`src/rtl/link_pkg.sv`:
```
// link_pkg
// Shared definitions for the receive side of the inter-board byte link:
// handshake FSM state encoding, link byte width and timeout counter width.
package link_pkg;

  // Width of one byte carried on the parallel link lines.
  localparam int unsigned BYTE_W = 8;

  // Width of the ACK-state timeout counter.
  localparam int unsigned TMO_W = 8;

  // Receive handshake states.
  typedef enum logic {
    IDLE = 1'b0,
    ACK  = 1'b1
  } link_state_e;

endpackage : link_pkg

```
`src/rtl/byte_fifo.sv`:
```
// byte_fifo
// Circular-buffer byte FIFO with power-of-two depth. Pointers wrap modulo
// DEPTH. A push while full or a pop while empty is ignored. A push and a
// pop in the same cycle advance both pointers and leave count unchanged.
//
// Ports:
//   clk    in   system clock, rising edge
//   rst    in   synchronous active-high reset (empties the FIFO)
//   push   in   write din at the tail
//   din    in   byte to write
//   pop    in   remove the head entry
//   dout   out  head entry, combinational from registered state
//   count  out  current occupancy, 0..DEPTH
//   full   out  count == DEPTH
//   empty  out  count == 0
module byte_fifo
  import link_pkg::*;
#(
  parameter int unsigned DEPTH = 4
) (
  input  logic                    clk,
  input  logic                    rst,
  input  logic                    push,
  input  logic [BYTE_W-1:0]       din,
  input  logic                    pop,
  output logic [BYTE_W-1:0]       dout,
  output logic [$clog2(DEPTH):0]  count,
  output logic                    full,
  output logic                    empty
);

  localparam int unsigned AW = $clog2(DEPTH);
  localparam int unsigned CW = AW + 1;
  localparam logic [CW-1:0] DEPTH_C = CW'(DEPTH);

  logic [BYTE_W-1:0] mem_q [DEPTH];
  logic [AW-1:0]     rd_ptr_q, rd_ptr_d;
  logic [AW-1:0]     wr_ptr_q, wr_ptr_d;
  logic [CW-1:0]     count_q, count_d;
  logic              do_push, do_pop;

  assign full    = (count_q == DEPTH_C);
  assign empty   = (count_q == '0);
  assign do_push = push && !full;
  assign do_pop  = pop && !empty;
  assign dout    = mem_q[rd_ptr_q];
  assign count   = count_q;

  // Pointer and occupancy next state; DEPTH is a power of two so the
  // natural overflow of the pointer adders is the modulo-DEPTH wrap.
  always_comb begin
    rd_ptr_d = rd_ptr_q;
    wr_ptr_d = wr_ptr_q;
    count_d  = count_q;
    if (do_push) wr_ptr_d = wr_ptr_q + AW'(1);
    if (do_pop)  rd_ptr_d = rd_ptr_q + AW'(1);
    case ({do_push, do_pop})
      2'b10:   count_d = count_q + CW'(1);
      2'b01:   count_d = count_q - CW'(1);
      default: count_d = count_q;
    endcase
  end

  always_ff @(posedge clk) begin
    if (rst) begin
      rd_ptr_q <= '0;
      wr_ptr_q <= '0;
      count_q  <= '0;
    end else begin
      rd_ptr_q <= rd_ptr_d;
      wr_ptr_q <= wr_ptr_d;
      count_q  <= count_d;
    end
  end

  // Storage is not reset; stale contents are hidden by count/empty.
  always_ff @(posedge clk) begin
    if (do_push) mem_q[wr_ptr_q] <= din;
  end

endmodule : byte_fifo

```
`src/rtl/between_to_in.sv`:
```
// between_to_in
// Receive stage of the inter-board byte link. Captures {t0..t7} while the
// sender raises tsent, acknowledges with the level signal trecieve, queues
// bytes in a FIFO and exposes them on a valid/ready consumer port. A sender
// that never releases tsent raises the sticky err_timeout flag.
//
// Ports:
//   clk          in   system clock, rising edge
//   rst          in   synchronous active-high reset
//   t0..t7       in   link data lines, t0 is MSB
//   tsent        in   sender has valid data on the link
//   trecieve     out  byte accepted, held until tsent drops
//   dout         out  FIFO head byte
//   dvalid       out  FIFO not empty
//   dready       in   consumer pops head when dvalid is high
//   count        out  FIFO occupancy
//   err_timeout  out  sticky: tsent held in ACK for TIMEOUT cycles
module between_to_in
  import link_pkg::*;
#(
  parameter int unsigned DEPTH   = 4,
  parameter int unsigned TIMEOUT = 255
) (
  input  logic                    clk,
  input  logic                    rst,
  input  logic                    t0,
  input  logic                    t1,
  input  logic                    t2,
  input  logic                    t3,
  input  logic                    t4,
  input  logic                    t5,
  input  logic                    t6,
  input  logic                    t7,
  input  logic                    tsent,
  output logic                    trecieve,
  output logic [BYTE_W-1:0]       dout,
  output logic                    dvalid,
  input  logic                    dready,
  output logic [$clog2(DEPTH):0]  count,
  output logic                    err_timeout
);

  localparam logic [TMO_W-1:0] TMO_LIMIT = TMO_W'(TIMEOUT);

  link_state_e      state_q, state_d;
  logic [TMO_W-1:0] tmo_q, tmo_d;
  logic             err_q, err_d;
  logic             capture;
  logic             fifo_full, fifo_empty;
  logic [BYTE_W-1:0] link_byte;

  assign link_byte = {t0, t1, t2, t3, t4, t5, t6, t7};

  // Handshake FSM and timeout counter. Capture only happens from IDLE, and
  // fullness comes from the registered count so a same-cycle pop cannot
  // open room for a capture.
  always_comb begin
    state_d = state_q;
    tmo_d   = tmo_q;
    err_d   = err_q;
    capture = 1'b0;
    case (state_q)
      IDLE: begin
        if (tsent && !fifo_full) begin
          capture = 1'b1;
          state_d = ACK;
          tmo_d   = '0;
        end
      end
      ACK: begin
        if (!tsent) begin
          state_d = IDLE;
        end else begin
          if (tmo_q != '1) tmo_d = tmo_q + TMO_W'(1);
          // Flag goes up on the same edge the counter lands on TIMEOUT.
          if (tmo_d == TMO_LIMIT) err_d = 1'b1;
        end
      end
      default: state_d = IDLE;
    endcase
  end

  always_ff @(posedge clk) begin
    if (rst) begin
      state_q <= IDLE;
      tmo_q   <= '0;
      err_q   <= 1'b0;
    end else begin
      state_q <= state_d;
      tmo_q   <= tmo_d;
      err_q   <= err_d;
    end
  end

  assign trecieve    = (state_q == ACK);
  assign err_timeout = err_q;
  assign dvalid      = !fifo_empty;

  byte_fifo #(
    .DEPTH(DEPTH)
  ) u_fifo (
    .clk   (clk),
    .rst   (rst),
    .push  (capture),
    .din   (link_byte),
    .pop   (dready && !fifo_empty),
    .dout  (dout),
    .count (count),
    .full  (fifo_full),
    .empty (fifo_empty)
  );

endmodule : between_to_in

```
`config.mk`:
```
export PLATFORM = sky130hd
export DESIGN_NAME = between_to_in
export DESIGN_NICKNAME = d
export VERILOG_FILES = /design/src/rtl/link_pkg.sv /design/src/rtl/byte_fifo.sv /design/src/rtl/between_to_in.sv
export SDC_FILE = /design/constraint.sdc
export NUM_CORES = 1
export LEC_CHECK = 0
export CAP_MARGIN = 20
export CORE_UTILIZATION = 55
export CTS_CLUSTER_SIZE = 12
export DETAILED_ROUTE_END_ITERATION = 10
export PLACE_DENSITY = 0.77
export SKIP_CTS_REPAIR_TIMING = 1
export SYNTH_ARGS = -nofsm -noshare
export SYNTH_HDL_FRONTEND = slang
export SYNTH_SLANG_ARGS = --single-unit
```
`constraint.sdc`:
```
create_clock -name clk -period 3.13 [get_ports clk]
set_input_delay 0.4695 -clock clk [delete_from_list [all_inputs] [get_ports clk]]
set_output_delay 0.4695 -clock clk [all_outputs]
set_load 0.02 [all_outputs]
```
==> parameters.txt, run 1 <==
Parameter                              Value

Status
  Run status ... finished clean

Route
  Met1 Wirelength ... 1.549 mm
  Total length of routed wires ... just under 4 mm
  Max Used Layer ... met4
  Drt initial violations ... between 70 and 80
  DR WL/cell ... 16.30 um
  Met3 WL post-DR ... around 280 um
  Detail-routed via count per cell ... 5.924
  Routed via count ... approximately 1400
  DRC violations left ... 0
  Met2 Routed Length ... 1.973 mm
  Drt first pass iters ... 4
  Post-route ant nets ... 0

Floorplanning
  Number of top-level design ports ... 26
  Starting density of the core ... 58.66%
  Die Height ... about 65 um
  Die area ... 0.004280 mm^2
  Core Rows ... 22
  Placeable core region ... ~0.0038 mm^2
  Horizontal die dimension ... between 60 and 70 um

Synth
  Fraction of synthesis flops using an asynchronous set or reset pin ... 0%
  Count of different cell masters after synthesis ... 41
  Top cells by count, synth ... 32 x sky130_fd_sc_hd__edfxtp_1, 19 x sky130_fd_sc_hd__dfxtp_1, 12 x sky130_fd_sc_hd__a21oi_1, 12 x sky130_fd_sc_hd__nor2_1, 9 x sky130_fd_sc_hd__nand2_1
  Fraction of synthesized cell area taken by the top area cell type ... 43.44%
  Syn Nets ... 184
  Syn Std Cell Area ... about 0.0022 mm^2
  Sequential area share after synthesis ... around 60%
  Average footprint of a synthesized cell ... about 13 um^2
  Main flop type after synthesis ... sky130_fd_sc_hd__edfxtp_1
  Synthesis-stage register bit count ... just over 50
  Largest area contributor in the netlist ... sky130_fd_sc_hd__edfxtp_1
  Post-synthesis instance total ... 165
  Top area cells in the synthesized netlist ... sky130_fd_sc_hd__edfxtp_1 43%, sky130_fd_sc_hd__dfxtp_1 17%, sky130_fd_sc_hd__mux4_2 8.1%
  Number of enable-type register cells in the synthesized netlist ... 32
  Cell with the most instances after synthesis ... sky130_fd_sc_hd__edfxtp_1
  Synthesis warning total ... 0

Placed design
  GP Congestion ... approximately 0.92
  Placed Instance Area ... between 0.002 and 0.0025 mm^2
  Count of input and output buffers ... 25
  Half-perimeter wire length after placement ... 2.606 mm
  Cell count after placement ... around 230

Timing
  Minimum clock period after layout ... 2.667 ns
  Fin. Hold Viols ... 0
  Final cycle utilization of the critical path ... a little under nine tenths
  Relative slew slack ... between 40 and 50%
  Total negative setup slack ... 0 ns
  Max Fclk ... 374.9 MHz
  Setup repair after global routing missed its margin ... no
  Largest clock skew in the final design ... ~0.0059 ns
  Final Max Tran Viols ... 0
  Measured slew at the worst slew-check pin ... ~0.76 ns
  Setup violation total in the final timing report ... 0

Hold path
  Worst hold path type ... reg -> reg
  Worst Hold Endpoint ... err_timeout$_SDFFE_PP0P_
  Hold path startpoint ... err_timeout$_SDFFE_PP0P_
  Worst hold stages ... 2

Global routing
  GR Util All Layers ... a little over a fifth
  Total gr overflow ... 0
  Initial antenna violation count ... 0
  First-pass GRT wire length ... roughly 6.7 mm
  Via count of the first global-routing pass ... 1426
  Largest net degree at the start of global routing ... 20

Worst setup path
  Number of cells traversed by the worst register-to-register path ... 9
  Worst EP arrival ... ~2.9 ns
  CP Data Required Time ... between 3 and 4 ns
  Top fanout value on the critical path ... 8
  Startpoint types ... flip-flop
  Endpoint of the lowest-slack register-to-register path ... u_fifo.count[2]$_SDFFE_PP0P_
  Register-to-register setup slack ... roughly 0.46 ns
  Crit. End Element ... flip-flop
  WS Path Type ... reg -> reg
  Beginning of the worst register-to-register path ... u_fifo.count[2]$_SDFFE_PP0P_

Final layout
  Number of fill cells in the layout ... ~250
  Layout cell share with drive strength beyond 1 ... approximately 16%
  Diode insertion count for antenna repair ... 0
  Post-Layout Cell Count ... roughly 240
  Number of nets at the end of the flow ... around 210
  P&R area growth vs syn ... 15.78%
  Post-layout instance area ... around 0.0026 mm^2
  Layout Utilization ... 67.92%

Pwr
  Total power draw ... about 1.8 mW
  Switching component of the power ... roughly 0.54 mW
  Internal power component ... around 1.2 mW
  Ratio of total power to cell area ... between 600 and 700 mW/mm^2
  Leakage Power ... around 0.85 nW
  Reg power frac ... between 40% and 50%
  Peak supply drop ... 0.5804 mV
  Share of power burned in the clock network ... 20.0%
  Sw frac ... between 30 and 40%
  Proportion of power drawn by combinational gates ... a little under a third

Clock tree
  Clock transition time at the flip-flop clock pins of the worst setup and hold paths ... 0.09 ns
  Inserted Clock Buffers ... 5
  Number of clock sinks ... between 50 and 60
  Cell at the root of the clock tree ... sky130_fd_sc_hd__clkbuf_8
  Clock tree from TritonCTS ... done
  Clock Latency Late Sink ... ~0.30 ns
  Clock tree buffer depth ... 2
  Number of levels in the clock H-tree ... 2

Run
  Maximum capacitance violations ... 0
==> power groups by stage <==
| stage | clock network [mW] | logic, mW | registers [mW] |
|---|---|---|---|
| 2_1_floorplan | 0 | 0.371 | 0.859 |
| 3_3_place_gp | 0 | 0.538 | 0.879 |
| 3_5_place_dp | 0 | 0.556 | 0.889 |
| 4_1_cts | 0.371 | 0.560 | 0.874 |
| 5_1_grt | 0.401 | 0.601 | 0.886 |
| 6_report | 0.356 | 0.557 | 0.869 |
==> state kept, by name, summed over array words and instances (netlist names), named ones only <==
name             flops
tmo_q                8
u_fifo.count         3
u_fifo.wr_ptr_q      2
u_fifo.rd_ptr_q      2
err_timeout          1
trecieve             1
u_fifo.mem_q        32
==> cells by family after synthesis <==
group	after synthesis	share of synthesized area, %
buffers and inverters	18	3.620
adders and majority gates	7	4.299
xor gates and xnor gates	5	1.980
DFF	51	60.63
AOI/OAI and AO/OA	29	8.937
and+or+nand+nor	45	11.48
muxes	10	9.050
==> worst max-delay path, cell delays in order, from the launching register on <==
cell and delay [ns]:
sky130_fd_sc_hd__dfxtp_1 0.42, sky130_fd_sc_hd__or3b_4 0.42, sky130_fd_sc_hd__and3b_1 0.30, sky130_fd_sc_hd__inv_1 0.09, sky130_fd_sc_hd__ha_1 0.18, sky130_fd_sc_hd__inv_1 0.06, sky130_fd_sc_hd__fa_1 0.39, sky130_fd_sc_hd__xor2_1 0.16
sky130_fd_sc_hd__or3_2 0.40, sky130_fd_sc_hd__a21oi_1 0.16
==> metrics by stage <==
step / worst slack [ns] / hold slack, ns
6_report: 0.4627 / 0.4791
3_5_place_dp: 0.3275 / 0.4672
5_1_grt: 0.3175 / 0.5081
2_1_floorplan: 0.5591 / 0.4847
4_1_cts: 0.4512 / 0.4808
3_3_place_gp: 0.4554 / 0.4476
==> final cells by class <==
type	instances	area [um^2]	share of cell area, %
clock inverter	2	12.51	0.4885
tap	48	60.06	2.345
multi-input combinational	96	790.8	30.87
inverter	9	33.78	1.319
timing repair buffer	25	250.2	9.770
sequential	51	1341	52.37
clock buffer	6	72.57	2.833
==> metal layers <==
metal	GRT usage [%]	vias to the layer above
met3	7.292	11
li1	-	657
met2	36.73	79
met4	11.96	0
met5	0	-
met1	24.24	657
==> placed cells by master (no fill, tap or decap), types with 2 or more instances in the layout <==
master / Yosys / routed
sky130_fd_sc_hd__a21oi_1: 12 / 12
sky130_fd_sc_hd__a31oi_1: 3 / 3
sky130_fd_sc_hd__and2_1: 2 / 2
sky130_fd_sc_hd__and2_2: 4 / 4
sky130_fd_sc_hd__clkbuf_8: 0 / 5
sky130_fd_sc_hd__clkdlybuf4s50_1: 0 / 25
sky130_fd_sc_hd__dfxtp_1: 19 / 19
sky130_fd_sc_hd__edfxtp_1: 32 / 32
sky130_fd_sc_hd__ha_1: 6 / 6
sky130_fd_sc_hd__inv_1: 8 / 8
sky130_fd_sc_hd__mux2i_1: 2 / 2
sky130_fd_sc_hd__mux4_2: 8 / 8
sky130_fd_sc_hd__nand2_1: 9 / 9
sky130_fd_sc_hd__nand3_1: 2 / 2
sky130_fd_sc_hd__nand4_1: 3 / 3
sky130_fd_sc_hd__nor2_1: 12 / 12
sky130_fd_sc_hd__nor3_1: 3 / 3
sky130_fd_sc_hd__o21ai_0: 6 / 6
sky130_fd_sc_hd__or3_2: 2 / 2
sky130_fd_sc_hd__xnor2_1: 2 / 2
sky130_fd_sc_hd__xor2_1: 3 / 3
==> worst max-delay path by stage <==
stage                                 startpoint                            to  slack, ns  cells past startpoint
detailed placement                         tsent  u_fifo.count[2]$_SDFFE_PP0P_       0.33                      9
floorplan           u_fifo.count[2]$_SDFFE_PP0P_  u_fifo.count[2]$_SDFFE_PP0P_       0.56                     10
CTS                 u_fifo.count[2]$_SDFFE_PP0P_  u_fifo.count[2]$_SDFFE_PP0P_       0.45                      9
global placement                           tsent  u_fifo.count[2]$_SDFFE_PP0P_       0.46                      9
finish              u_fifo.count[2]$_SDFFE_PP0P_  u_fifo.count[2]$_SDFFE_PP0P_       0.46                      9
global route        u_fifo.count[2]$_SDFFE_PP0P_  u_fifo.count[2]$_SDFFE_PP0P_       0.32                      9
No activity file was read; power rests on OpenSTA's default activity.
==> run 2, diff against run 1 <==
--- a/config.mk
+++ b/config.mk
@@ -5,10 +5,11 @@
 export SDC_FILE = /design/constraint.sdc
 export NUM_CORES = 1
 export LEC_CHECK = 0
-export CAP_MARGIN = 20
+export CAP_MARGIN = 5
 export CORE_UTILIZATION = 55
 export CTS_CLUSTER_SIZE = 12
 export DETAILED_ROUTE_END_ITERATION = 10
+export MAX_ROUTING_LAYER = met4
 export PLACE_DENSITY = 0.77
 export SKIP_CTS_REPAIR_TIMING = 1
 export SYNTH_ARGS = -nofsm -noshare
==> constraint.sdc (replaced) <==
create_clock -name clk -period 2.85 [get_ports clk]
set_input_delay 0.4275 -clock clk [delete_from_list [all_inputs] [get_ports clk]]
set_output_delay 0.4275 -clock clk [all_outputs]
set_load 0.02 [all_outputs]
==> run 2 against run 1 <==
Compared with the run above:
- power rose by 14%
- critical path depth fell by 7
- setup slack got worse by 0.16 ns
- sequential share of layout area down 0.66 points
- register-to-register slack worse by 0.08 ns
- global-route usage is 2.1 points lower
- first-iteration DRC count shrank 9.1%
- clock power increased by 37%
- largest power group unchanged
- core utilization grew 0.86 points
- routed wire length is 7.6% lower
- final area rose by 1.3%
- largest cell class unchanged
==> parameters.txt, run 2 (same netlist as run 1, synthesis figures left out) <==
Parameter                              Value

Hold path
  Hold path startpoint ... err_timeout$_SDFFE_PP0P_
  Worst hold path type ... reg -> reg
  Worst hold stages ... 2 (unchanged)
  Worst Hold Endpoint ... err_timeout$_SDFFE_PP0P_

Clock tree
  Clock transition time at the flip-flop clock pins of the worst setup and hold paths ... 0.09 ns (about the same)
  Number of clock sinks ... 51 (unchanged)
  Clock Latency Late Sink ... 0.30 ns (about the same)
  Number of levels in the clock H-tree ... 2 (unchanged)
  Inserted Clock Buffers ... 5 (unchanged)
  Cell at the root of the clock tree ... sky130_fd_sc_hd__clkbuf_8
  Clock tree from TritonCTS ... done
  Clock tree buffer depth ... 2 (unchanged)

Pwr
  Switching component of the power ... 0.5883 mW (+8.2%)
  Sw frac ... 28.86% (-1.6 points)
  Reg power frac ... 46.8% (-2.0 points)
  Ratio of total power to cell area ... 786.0 mW/mm^2 (+13%)
  Proportion of power drawn by combinational gates ... 29.3% (-1.9 points)
  Peak supply drop ... 0.5736 mV (-1.2%)
  Total power draw ... 2.039 mW (+14%)
  Leakage Power ... 0.8636 nW (+1.8%)
  Internal power component ... 1.450 mW (+17%)
  Share of power burned in the clock network ... 23.9% (+3.9 points)

Worst setup path
  Endpoint of the lowest-slack register-to-register path ... u_fifo.count[2]$_SDFFE_PP0P_
  Register-to-register setup slack ... 0.38 ns (-0.08 ns)
  Top fanout value on the critical path ... 8 (unchanged)
  Crit. End Element ... output pin
  Beginning of the worst register-to-register path ... u_fifo.count[2]$_SDFFE_PP0P_
  Number of cells traversed by the worst register-to-register path ... 9 (unchanged)
  Worst EP arrival ... 2.12 ns (-0.76 ns)
  CP Data Required Time ... 2.42 ns (-0.92 ns)
  WS Path Type ... reg -> out
  Startpoint types ... flip-flop

Final layout
  Post-Layout Cell Count ... 238 (+0.42%)
  P&R area growth vs syn ... 17.25%
  Most frequent standard cell in the layout excluding fill and tap cells ... sky130_fd_sc_hd__edfxtp_1
  Most used cells in the layout excluding fill and tap cells ... 32 x sky130_fd_sc_hd__edfxtp_1, 25 x sky130_fd_sc_hd__clkdlybuf4s50_1, 19 x sky130_fd_sc_hd__dfxtp_1, 12 x sky130_fd_sc_hd__a21oi_1, 12 x sky130_fd_sc_hd__nor2_1
  Largest register FFs ... 32 (unchanged)
  Number of nets at the end of the flow ... 208 (+0.48%)
  Layout cell share with drive strength beyond 1 ... 16.32% (+0.44 points)
  Diode insertion count for antenna repair ... 0 (unchanged)
  Layout Utilization ... 68.78% (+0.86 points)
  Reg with most FFs ... u_fifo.mem_q
  Post-layout instance area ... 0.002594 mm^2 (+1.3%)

Route
  Detail-routed via count per cell ... 5.672 (-4.3%)
  Drt initial violations ... 70 (-9.1%)
  DR WL/cell ... 15.00 um (-8.0%)
  Total length of routed wires ... 3.571 mm (-7.6%)
  Routed via count ... 1350 (-3.8%)
  Post-route ant nets ... 0 (unchanged)
  Drt first pass iters ... 4 (unchanged)
  DRC violations left ... 0 (unchanged)

Global routing
  GR Util All Layers ... 19.76% (-2.1 points)
  Via count of the first global-routing pass ... 1350 (-5.3%)
  Initial antenna violation count ... 0 (unchanged)
  Total gr overflow ... 0 (unchanged)
  First-pass GRT wire length ... 5.968 mm (-11%)
  Largest net degree at the start of global routing ... 20 (unchanged)

Timing
  Final Max Tran Viols ... 0 (unchanged)
  Relative slew slack ... 52.22% (+3.2 points)
  Hold WS ... 0.4666 ns (-0.01249 ns)
  Fin. Hold Viols ... 0 (unchanged)
  Max Fclk ... between 300 and 400 MHz
  Final setup slack of the worst path ... 0.3050 ns (-0.1578 ns)
  Final cycle utilization of the critical path ... between 80 and 90%
  Largest clock skew in the final design ... 0.005786 ns (-0.00008424 ns)
  Setup violation total in the final timing report ... 0 (unchanged)
  Setup repair after global routing missed its margin ... no
  Measured slew at the worst slew-check pin ... 0.7145 ns (-0.04844 ns)
  Minimum clock period after layout ... 2.545 ns
  Total negative setup slack ... 0 ns (unchanged)

Floorplanning
  Die Height ... 65.42 um (unchanged)
  Starting density of the core ... 58.66% (unchanged)
  Die area ... 0.004280 mm^2 (unchanged)
  Number of top-level design ports ... 26 (unchanged)
  Placeable core region ... 0.003771 mm^2 (unchanged)
  Core Rows ... 22 (unchanged)
  Horizontal die dimension ... 65.42 um (unchanged)

Placed design
  Count of input and output buffers ... 25 (unchanged)
  Placed Instance Area ... 0.002484 mm^2 (+0.30%)
  Half-perimeter wire length after placement ... 2.462 mm (-5.5%)
  GP Congestion ... 0.9040 (-1.6%)
  Worst setup slack before clock tree synthesis ... 0.2744 ns (-0.05317 ns)
  Cell count after placement ... 230 (+0.44%)

Run
  Maximum capacitance violations ... 0 (unchanged)

Status
  Run status ... finished clean
## run 2: metal layers
metal	global-route usage (%)	routed length, um
met5	-	0
met1	22.90	1580
met2	32.09	1724
met3	4.688	195
met4	10.05	72
## run 2: worst max path at each step
stage | startpoint | to | slack [ns]
finish | flip-flop | dout[6] | 0.30
global route | flip-flop | dout[7] | 0.17
CTS | flip-flop | dout[6] | 0.24
detailed placement | tsent | u_fifo.count[2]$_SDFFE_PP0P_ | 0.27
global placement | tsent | u_fifo.count[2]$_SDFFE_PP0P_ | 0.33
floorplan | u_fifo.count[2]$_SDFFE_PP0P_ | u_fifo.count[2]$_SDFFE_PP0P_ | 0.28
## run 2: cell type report
cell class                      instances  area, um^2
Multi-Input combinational cell         96       790.8
Sequential cell                        51        1341
Timing Repair Buffer                   26       257.7
Tap cell                               48       60.06
Inverter                                9       33.78
Clock inverter                          2       37.54
Fill cell                             247        1177
Clock buffer                            6       72.57
## run 2: power groups by stage
stage                     clock network (mW)  registers [mW]  logic, mW
after global placement                     0           0.966      0.597
after floorplan                            0           0.944      0.407
after detailed placement                   0           0.974      0.604
final                                  0.487           0.954      0.598
after CTS                              0.501           0.958      0.607
after global routing                   0.523           0.970      0.652
## run 2: critical path: stages, from the launching register on
cell,delay [ns]
sky130_fd_sc_hd__dfxtp_1,0.68
sky130_fd_sc_hd__mux4_2,0.57
sky130_fd_sc_hd__clkdlybuf4s50_1,0.56
==> run 3, diff against run 2 <==
--- a/config.mk
+++ b/config.mk
@@ -6,11 +6,11 @@
 export NUM_CORES = 1
 export LEC_CHECK = 0
 export CAP_MARGIN = 5
-export CORE_UTILIZATION = 55
+export CORE_UTILIZATION = 44
 export CTS_CLUSTER_SIZE = 12
 export DETAILED_ROUTE_END_ITERATION = 10
 export MAX_ROUTING_LAYER = met4
-export PLACE_DENSITY = 0.77
+export PLACE_DENSITY = 0.63
 export SKIP_CTS_REPAIR_TIMING = 1
 export SYNTH_ARGS = -nofsm -noshare
 export SYNTH_HDL_FRONTEND = slang
==> run 3 against run 2 <==
Compared with the run above:
- sequential share of layout area fell by 0.30 points
- non-clock buffer count rose by 1
- critical path depth did not move
- cell count rose by 8.4%
- sequential cell count did not move
- combinational power rose by 2%
- clock-buffer cell count did not move
- clock power fell by 13%
- final area rose by 0.58%
- via count rose by 4.4%
- die area rose by 24%
- critical endpoint is now dout[1]
- largest cell class unchanged
==> parameters.txt, run 3 (same netlist as run 1, synthesis figures left out) <==
Parameter                              Value

Timing
  Relative slew slack ... 62.70% (+10 points)
  Largest clock skew in the final design ... 0.008413 ns (+0.002627 ns)
  Setup violation total in the final timing report ... 0 (unchanged)
  Measured slew at the worst slew-check pin ... 0.5588 ns (-0.1557 ns)
  Total negative setup slack ... 0 ns (unchanged)
  Final Max Tran Viols ... 0 (unchanged)
  Max Fclk ... 393.6 MHz (+0.18%)
  Setup repair after global routing missed its margin ... no
  Fin. Hold Viols ... 0 (unchanged)
  Final setup slack of the worst path ... 0.3096 ns (+0.004647 ns)
  Minimum clock period after layout ... 2.540 ns (-0.004647 ns)
  Final cycle utilization of the critical path ... 89.14% (-0.16 points)

Final layout
  P&R area growth vs syn ... 17.93%
  Diode insertion count for antenna repair ... 0 (unchanged)
  Reg with most FFs ... u_fifo.mem_q
  Register cell area after layout ... 0.001341 mm^2 (unchanged)
  Most used cells in the layout excluding fill and tap cells ... 32 x sky130_fd_sc_hd__edfxtp_1, 25 x sky130_fd_sc_hd__clkdlybuf4s50_1, 19 x sky130_fd_sc_hd__dfxtp_1, 12 x sky130_fd_sc_hd__a21oi_1, 12 x sky130_fd_sc_hd__nor2_1
  Layout cell share with drive strength beyond 1 ... 16.75% (+0.44 points)
  Multi-input gate area in the final layout ... 790.8 um^2 (unchanged)
  Number of fill cells in the layout ... 435 (+76%)
  Number of nets at the end of the flow ... 209 (+0.48%)
  Largest register FFs ... 32 (unchanged)
  Most frequent standard cell in the layout excluding fill and tap cells ... sky130_fd_sc_hd__edfxtp_1

Worst setup path
  Endpoint of the lowest-slack register-to-register path ... u_fifo.count[2]$_SDFFE_PP0P_
  Crit. End Element ... output pin
  Beginning of the worst register-to-register path ... u_fifo.count[2]$_SDFFE_PP0P_
  Top fanout value on the critical path ... 8 (unchanged)
  Startpoint types ... flip-flop
  Largest incremental delay on the critical path ... 0.68 ns (about the same)
  Critical path's slowest cell ... sky130_fd_sc_hd__dfxtp_1
  Number of cells traversed by the worst register-to-register path ... 9 (unchanged)
  CP Buf/Inv Count ... 1 (unchanged)
  WS Path Type ... reg -> out
  CP Data Required Time ... 2.42 ns (about the same)
  Cell Chain, Critical Path ... mux4_2 -> clkdlybuf4s50_1
  Largest delay share family, worst path ... flip-flops
  Register-to-register setup slack ... 0.38 ns (about the same)
  Worst EP arrival ... 2.11 ns (about the same)

Floorplanning
  Die Height ... 72.91 um (+11%)
  Starting density of the core ... 46.22% (-12 points)
  Placeable core region ... 0.004786 mm^2 (+27%)
  Number of top-level design ports ... 26 (unchanged)
  Die area ... 0.005315 mm^2 (+24%)
  Horizontal die dimension ... 72.91 um (+11%)
  Core Rows ... 25 (+14%)

Route
  Detail-routed via count per cell ... 5.465 (-3.7%)
  Drt initial violations ... 73 (+4.3%)
  DRC violations left ... 0 (unchanged)
  Post-route ant nets ... 0 (unchanged)
  Drt first pass iters ... 4 (unchanged)
  DR WL/cell ... 15.79 um (+5.2%)
  Routed via count ... 1410 (+4.4%)
  Total length of routed wires ... 4.074 mm (+14%)

Placed design
  GP Congestion ... 0.9017 (-0.25%)
  Worst setup slack before clock tree synthesis ... 0.2615 ns (-0.01287 ns)
  Count of input and output buffers ... 25 (unchanged)
  Half-perimeter wire length after placement ... 2.885 mm (+17%)

Global routing
  Largest net degree at the start of global routing ... 16 (-20%)
  Via count of the first global-routing pass ... 1407 (+4.2%)
  Total gr overflow ... 0 (unchanged)
  First-pass GRT wire length ... 6.755 mm (+13%)
  Initial antenna violation count ... 0 (unchanged)
  GR Util All Layers ... 17.67% (-2.1 points)

Hold path
  Worst Hold Endpoint ... err_timeout$_SDFFE_PP0P_
  Hold path startpoint ... err_timeout$_SDFFE_PP0P_
  Worst hold stages ... 2 (unchanged)
  Worst hold path type ... reg -> reg

Clock tree
  Clock transition time at the flip-flop clock pins of the worst setup and hold paths ... 0.09 ns (about the same)
  Number of levels in the clock H-tree ... 2 (unchanged)
  Inserted Clock Buffers ... 5 (unchanged)
  Clock tree buffer depth ... 2 (unchanged)
  Number of clock sinks ... 51 (unchanged)
  Clock Latency Late Sink ... 0.30 ns (about the same)
  Clock tree from TritonCTS ... done
  Cell at the root of the clock tree ... sky130_fd_sc_hd__clkbuf_8

Run
  Maximum capacitance violations ... 0 (unchanged)

Pwr
  Leakage Power ... 0.8618 nW (-0.20%)
  Ratio of total power to cell area ... 762.8 mW/mm^2 (-3.0%)
  Peak supply drop ... 0.5687 mV (-0.86%)

Status
  Run status ... finished clean
-- run 3: metal layers --
metal | vias up | track usage [%] | wire [um]
met5 | - | - | 0
li1 | 665 | - | -
met4 | 0 | 5.664 | 43
met1 | 688 | 20.88 | 1762
met2 | 53 | 29.80 | 2038
met3 | 4 | 4.282 | 229
-- run 3: worst max-delay path by stage --
stage,startpoint,end,slack [ns],cells past startpoint
after floorplan,u_fifo.count[2]$_SDFFE_PP0P_,u_fifo.count[2]$_SDFFE_PP0P_,0.28,10
after global placement,tsent,u_fifo.count[2]$_SDFFE_PP0P_,0.34,9
after detailed placement,tsent,u_fifo.count[2]$_SDFFE_PP0P_,0.26,9
after CTS,flip-flop,dout[1],0.25,2
after global routing,flip-flop,dout[1],0.17,2
final,flip-flop,dout[1],0.31,2
-- run 3: layout make-up --
class | count | share of cell area [%]
clock buffer | 6 | 3.165
clock inverter | 2 | 0.4317
inverter | 9 | 1.295
multi-input combinational | 96 | 30.31
sequential | 51 | 51.42
tap | 67 | 3.213
timing repair buffer | 27 | 10.17
-- run 3: worst min-delay path, stage by stage (launching register included) --
cell,delay (ns)
sky130_fd_sc_hd__dfxtp_1,0.32
sky130_fd_sc_hd__inv_1,0.05
sky130_fd_sc_hd__o32ai_1,0.06
-- run 3: where the power goes --
part | leakage (nW) | internal [mW] | switching (mW) | total [mW]
registers | 0.447 | 0.866 | 0.0888 | 0.955
logic | 0.370 | 0.325 | 0.287 | 0.611
clock network | 0.0449 | 0.194 | 0.229 | 0.423
total | 0.862 | 1.39 | 0.605 | 1.99
-- run 3: per-stage QoR --
step / cells / hold slack [ns] / power [mW] / cell area, um^2 / util [%]
final: 258 / 0.4717 / 1.990 / 2609 / 54.51
after global routing: 258 / 0.5208 / 2.091 / 2609 / 54.51
after CTS: 258 / 0.4725 / 2.011 / 2609 / 54.51
after detailed placement: 250 / 0.4551 / 1.590 / 2515 / 52.55
after global placement: 250 / 0.4563 / 1.566 / 2515 / 52.55
after floorplan: 165 / 0.4847 / 1.351 / 2212 / -
